==> config.mk <==
export PLATFORM = sky130hd
export DESIGN_NAME = flit_egress_queue
export DESIGN_NICKNAME = d
export VERILOG_FILES = /design/src/rtl/router_pkg.sv /design/src/rtl/flit_fifo_ram.sv /design/src/rtl/flit_egress_queue.sv
export SDC_FILE = /design/constraint.sdc
export NUM_CORES = 1
export LEC_CHECK = 0
export BUFFER_PORTS_ARGS = -buffer_cell sky130_fd_sc_hd__buf_2
export CORE_AREA = 8 8 235 237
export DETAILED_ROUTE_END_ITERATION = 10
export DIE_AREA = 0 0 243 245
export GPL_ROUTABILITY_DRIVEN = 0
export PLACE_DENSITY = 0.64
export SLEW_MARGIN = 20
export SYNTH_ARGS = -nofsm -noshare
export SYNTH_HDL_FRONTEND = slang
export SYNTH_SLANG_ARGS = --single-unit
export TNS_END_PERCENT = 100
==> constraint.sdc <==
create_clock -name clk -period 8.09 [get_ports clk]
set_input_delay 1.2135 -clock clk [delete_from_list [all_inputs] [get_ports clk]]
set_output_delay 1.2135 -clock clk [all_outputs]
set_load 0.01 [all_outputs]
==> src/rtl/router_pkg.sv <==
// Shared router definitions: flit geometry, flit-type encodings and small
// helpers for pulling the type field out of a flit. The reductor and the
// egress queue both depend on these constants.
package router_pkg;

  localparam int FLIT_SIZE  = 32;
  localparam int HEADER_LEN = 2;

  typedef enum logic [HEADER_LEN-1:0] {
    HEAD_FLIT   = 2'b00,
    BODY_FLIT   = 2'b01,
    TAIL_FLIT   = 2'b10,
    SINGLE_FLIT = 2'b11
  } flit_type_t;

  // Push-side framing monitor state
  typedef enum logic {
    FRM_IDLE   = 1'b0,
    FRM_IN_PKT = 1'b1
  } frame_state_t;

  function automatic flit_type_t flit_type(input logic [FLIT_SIZE-1:0] flit);
    return flit_type_t'(flit[FLIT_SIZE-1 -: HEADER_LEN]);
  endfunction

  // TAIL and SINGLE both close a packet
  function automatic logic is_end_flit(input flit_type_t t);
    return (t == TAIL_FLIT) || (t == SINGLE_FLIT);
  endfunction

endpackage

==> src/rtl/flit_fifo_ram.sv <==
// Flit storage array for the egress queue.
// Synchronous write, asynchronous (show-ahead) read, no reset on data.
// Ports:
//   clk    - clock
//   we     - write enable
//   waddr  - write address
//   wdata  - write data
//   raddr  - read address
//   rdata  - read data (combinational from raddr)
module flit_fifo_ram #(
  parameter int DEPTH = 16,
  parameter int WIDTH = 32,
  parameter int AW    = $clog2(DEPTH)
) (
  input  logic             clk,
  input  logic             we,
  input  logic [AW-1:0]    waddr,
  input  logic [WIDTH-1:0] wdata,
  input  logic [AW-1:0]    raddr,
  output logic [WIDTH-1:0] rdata
);

  logic [WIDTH-1:0] mem [DEPTH];

  always_ff @(posedge clk) begin
    if (we) mem[waddr] <= wdata;
  end

  assign rdata = mem[raddr];

endmodule

==> src/rtl/flit_egress_queue.sv <==
// Packet-aware flit FIFO sitting after the N-to-1 reductor.
// Takes flits from the reductor (in/in_valid, back-pressure via in_avail),
// presents them show-ahead on out/out_valid to the link (out_avail), and
// tracks how many complete packets are held. In store-and-forward mode a
// packet is only released once its end flit is stored, except when the
// queue fills with no complete packet (oversize packet), which forces a
// bypass until that packet's end flit leaves.
// Ports:
//   clk, rst_n     - clock, async active-low reset
//   in, in_valid   - flit from the reductor
//   in_avail       - queue can take a flit this cycle (not full)
//   out, out_valid - head-of-queue flit and release qualifier
//   out_avail      - downstream accepts out this cycle
//   occupancy      - flits stored
//   pkt_count      - complete packets (end flits) stored
//   frame_err      - sticky: a flit type arrived out of packet order
//   jumbo          - sticky: store-and-forward was bypassed
//
// Framing monitor states:
//   state      | meaning
//   FRM_IDLE   | between packets; HEAD or SINGLE expected
//   FRM_IN_PKT | inside a packet; BODY or TAIL expected
module flit_egress_queue
  import router_pkg::*;
#(
  parameter int DEPTH     = 16,
  parameter bit STORE_FWD = 1'b0
) (
  input  logic                       clk,
  input  logic                       rst_n,
  input  logic [FLIT_SIZE-1:0]       in,
  input  logic                       in_valid,
  output logic                       in_avail,
  output logic [FLIT_SIZE-1:0]       out,
  output logic                       out_valid,
  input  logic                       out_avail,
  output logic [$clog2(DEPTH+1)-1:0] occupancy,
  output logic [$clog2(DEPTH+1)-1:0] pkt_count,
  output logic                       frame_err,
  output logic                       jumbo
);

  localparam int AW = $clog2(DEPTH);
  localparam int CW = $clog2(DEPTH+1);
  localparam logic [CW-1:0] FULL = CW'(DEPTH);

  logic [AW-1:0]        wr_ptr;
  logic [AW-1:0]        rd_ptr;
  logic [FLIT_SIZE-1:0] rdata;
  logic                 bypass;
  frame_state_t         frm_state;

  logic       push, pop, push_end, pop_end, bypass_set, not_empty;
  flit_type_t in_type, out_type;

  flit_fifo_ram #(
    .DEPTH (DEPTH),
    .WIDTH (FLIT_SIZE),
    .AW    (AW)
  ) u_ram (
    .clk   (clk),
    .we    (push),
    .waddr (wr_ptr),
    .wdata (in),
    .raddr (rd_ptr),
    .rdata (rdata)
  );

  // in_avail is purely registered: a full queue stalls even if it pops now
  assign in_avail  = (occupancy != FULL);
  assign not_empty = (occupancy != '0);
  assign out_valid = not_empty & (!STORE_FWD | (pkt_count != '0) | bypass);
  // Stale RAM contents are hidden while empty so out reads 0 after reset
  assign out       = not_empty ? rdata : '0;

  assign push     = in_valid & in_avail;
  assign pop      = out_valid & out_avail;
  assign in_type  = flit_type(in);
  assign out_type = flit_type(rdata);
  assign push_end = push & is_end_flit(in_type);
  assign pop_end  = pop & is_end_flit(out_type);

  // Full with no complete packet can never drain in store-and-forward:
  // release the partial packet instead of deadlocking.
  assign bypass_set = STORE_FWD & (occupancy == FULL) & (pkt_count == '0);

  always_ff @(posedge clk or negedge rst_n) begin
    if (!rst_n) begin
      wr_ptr    <= '0;
      rd_ptr    <= '0;
      occupancy <= '0;
      pkt_count <= '0;
      bypass    <= 1'b0;
      jumbo     <= 1'b0;
    end else begin
      if (push) wr_ptr <= wr_ptr + 1'b1;
      if (pop)  rd_ptr <= rd_ptr + 1'b1;

      case ({push, pop})
        2'b10:   occupancy <= occupancy + 1'b1;
        2'b01:   occupancy <= occupancy - 1'b1;
        default: occupancy <= occupancy;
      endcase

      case ({push_end, pop_end})
        2'b10:   pkt_count <= pkt_count + 1'b1;
        2'b01:   pkt_count <= pkt_count - 1'b1;
        default: pkt_count <= pkt_count;
      endcase

      // set and clear are exclusive: set needs no end flit in the queue
      if (bypass_set) begin
        bypass <= 1'b1;
        jumbo  <= 1'b1;
      end else if (pop_end) begin
        bypass <= 1'b0;
      end
    end
  end

  // Illegal types still get stored; the state follows the type itself
  always_ff @(posedge clk or negedge rst_n) begin
    if (!rst_n) begin
      frm_state <= FRM_IDLE;
      frame_err <= 1'b0;
    end else if (push) begin
      case (frm_state)
        FRM_IDLE: begin
          case (in_type)
            HEAD_FLIT:   frm_state <= FRM_IN_PKT;
            SINGLE_FLIT: frm_state <= FRM_IDLE;
            default:     frame_err <= 1'b1;
          endcase
        end
        FRM_IN_PKT: begin
          case (in_type)
            BODY_FLIT:   frm_state <= FRM_IN_PKT;
            TAIL_FLIT:   frm_state <= FRM_IDLE;
            HEAD_FLIT:   frame_err <= 1'b1;
            default: begin
              frame_err <= 1'b1;
              frm_state <= FRM_IDLE;
            end
          endcase
        end
        default: frm_state <= FRM_IDLE;
      endcase
    end
  end

endmodule

==> results.md <==
* Met2 usage at 25.1%
* Post-synthesis sequential area ratio at between 70% and 80%
* Post-CTS Hold Fix Bufs at 0
* Mean Syn Cell Area at approximately 22 um2
* Global-route wire length before repair at 66300 um
* Min Tclk post-route at between 5 and 6 ns
* Vias per cell at 5.42
* CP Capture Type: primary output
* Slew @ Worst Pin at between 1 and 1.5 ns
* RSZ-0062 raised after global routing: no
* Syn Inst Count at 952
* First drt pass iteration count at 5
* Reg clk slew, reported paths at about 0.060 ns
* H-tree depth at 2
* Final core utilization at 46.1%
* CP Launch Type: register
* WS Path Type: register to primary output
* Area growth syn-to-layout at 14.3%
* Crit path max fanout at 54
* Hold WS at 0.455 ns
* Nets at 1117
* Pins Over Slew Limit at 0
* Post-CTS Setup Repair Bufs at 0
* Clk_lat worst skew at between 0.6 and 0.7 ns
* Flops & latches, synth at between 500 and 600
* Fmax at between 150 and 200 MHz
* Ports at 82
* Clock Tree Buf Depth at 3
* CTS tree: done
* Area of the mapped netlist at 20800 um2
* Net Count, Synth at 1007
* Cell Pwr Density at 353 nW/um2
* Vias in the first global route at 10300
* Initial Util at 40.3%
* Detailed placement HPWL at 22900 um
* Post-synth EDFFs at between 500 and 600
* VDD IR max at 0.000233 V
* Initial antenna violation count at 6
* Ys flop type: edfxtp_1
* Met3 usage at 2.93%
* Wirelength, routed at 44200 um
* Routed WL per cell at 24.6 um
* Relative slew slack at 23.9%
* Critical Path AT at 3.83 ns
* GR peak layer: met2
* CTS Buf Count at 54
* GRT overflow at 0
* Largest net degree at the start of global routing at ~130
* Fin Clk Skew at 0.0345 ns
* Worst Path Required at 6.88 ns
* # DRC at 0
* Setup TNS at 0 ns
* Final non-filler cell total at 1795
* Worst Hold Class: register to register
* Clock sink count at ~530
* Leak at 7.66 nW
* Met1 Resource Use GR at 19.0%
* Max cap viols at 0
* DR iter-0 viols at 742
* FP Rows at 84
* Final setup viols at 0
* Synth cell types at 46
* CTS root buffer: clkbuf_16
* Synthesis Warnings at 0
* Final hold violation count at 0
* Asr flop ratio synth at 3.76%
* Vias at 9735
* Die area at 59500 um2
* GRT Total Usage at 14.8%
* Input/output buffers at 80
* Share of layout cells above drive strength 1 at roughly 33%
* Final Cycle Share at 62.3%
* Detail Route Antenna Nets at 0
* PostCTS Resize Cnt at 0
* Outcome: finished, final reports clean
* Vert. Die Dim at 245 um
* Cells after DPL at between 1500 and 2000
* Core area at roughly 52000 um2
* Die width at 243 um
==> metrics by stage <==
| step | instance area [um2] | power, mW | setup WS [ns] |
|---|---|---|---|
| after floorplan | 20800 | 5.32 | 3.50 |
| after global placement | 22200 | 6.17 | 3.61 |
| after detailed placement | 22200 | 6.20 | 3.59 |
| after CTS | 23800 | 8.54 | 2.92 |
| after global routing | 23800 | 8.81 | 2.79 |
| final | 23800 | 8.42 | 3.05 |
==> path summary, 6_finish.rpt <==
kind / slack (ns) / start / to / depth (start not counted)
worst max-delay path: 3.05 / rd_ptr[0] / out[28] / 5
worst min-delay path: 0.45 / frame_err / frame_err / 1
worst max register to register: 4.42 / occupancy[0] / occupancy[4] / 11
worst min register to register: 0.45 / frame_err / frame_err / 1
max in group asynchronous: 7.11 / rst_n / rd_ptr[3] / 1
min in group asynchronous: 0.57 / rst_n / occupancy[0] / 1
==> routing by layer <==
metal  vias up  part of all wire [%]
li1       4185                     -
met1      5219                    42
met2       249                    51
met3        76                   5.0
met4         6                   2.5
met5         -                 0.077
==> critical path, cell delays in order, from the launching register on <==
cell and delay, ns:
dfrtp_4 1.09, buf_4 0.84, mux4_2 0.59, and2_1 0.17, a221o_1 0.33, buf_2 0.17
==> registers in the layout, summed over array words and instances (netlist names) <==
register / cells
frame_err: 1
frm_state: 1
occupancy: 5
pkt_count: 5
rd_ptr: 4
u_ram.mem: 512
wr_ptr: 4
==> cell families after synthesis <==
| group | after synthesis | synth area share [%] |
|---|---|---|
| other cells | 1 | 0.0180 |
| fa+ha+maj | 19 | 1.21 |
| mux | 163 | 15.6 |
| buf+inv | 65 | 1.58 |
| flops | 532 | 76.2 |
| compound gates | 61 | 2.45 |
| simple gates | 98 | 2.43 |
| xor+xnor | 13 | 0.546 |
==> synth_stat cells (2+ instances only) <==
library cell / instances / area (um2)
fa_1: 2 / 40.0
inv_1: 14 / 52.6
o2bb2ai_1: 2 / 17.5
nand2b_1: 3 / 18.8
buf_2: 20 / 100
ha_1: 17 / 213
buf_12: 3 / 60.1
nor3_1: 7 / 35.0
mux2i_1: 4 / 40.0
nor2b_1: 26 / 163
o21ai_0: 10 / 50.1
mux2_2: 33 / 372
a221o_1: 31 / 310
buf_1: 3 / 11.3
o311ai_0: 4 / 35.0
o21a_1: 2 / 15.0
edfxtp_1: 512 / 15400
a21oi_1: 3 / 15.0
mux4_2: 126 / 2840
xnor2_1: 8 / 70.1
a21o_1: 3 / 22.5
xor2_1: 5 / 43.8
nor2_1: 17 / 63.8
and2_1: 11 / 68.8
nand2_1: 25 / 93.8
dfrtp_1: 20 / 500
clkbuf_1: 22 / 82.6
==> power by group <==
group / leakage, nW / switching, mW / internal [mW]
clock: 0.807 / 1.04 / 1.30
sequential: 4.86 / 0.269 / 3.34
combinational: 2.00 / 1.29 / 1.19
==> layout make-up <==
cell class | instances | area [um2]
Timing Repair Buffer | 104 | 593
Antenna cell | 1 | 2.50
Fill cell | 4308 | 27900
Inverter | 15 | 56.3
Clock inverter | 33 | 254
Clock buffer | 67 | 1400
Sequential cell | 532 | 15900
Tap cell | 688 | 861
Multi-Input combinational cell | 355 | 4770
==> cells in the final DEF, fill, tap and decap left out, drive strengths merged, types with 2 or more instances in the layout <==
master	instances
ha	17
nor2b	26
clkinv	25
and2	11
bufinv	2
o311ai	4
mux2	33
nand2b	3
dfrtp	20
o21a	2
o21ai	12
a221o	31
a21o	3
buf	104
fa	2
xnor2	8
o2bb2ai	2
nor2	18
a21oi	3
xor2	5
clkbuf	67
mux4	126
or4	2
inv	20
mux2i	4
nor3	7
nand2	25
edfxtp	512
Power figures use the tool's default switching activity.
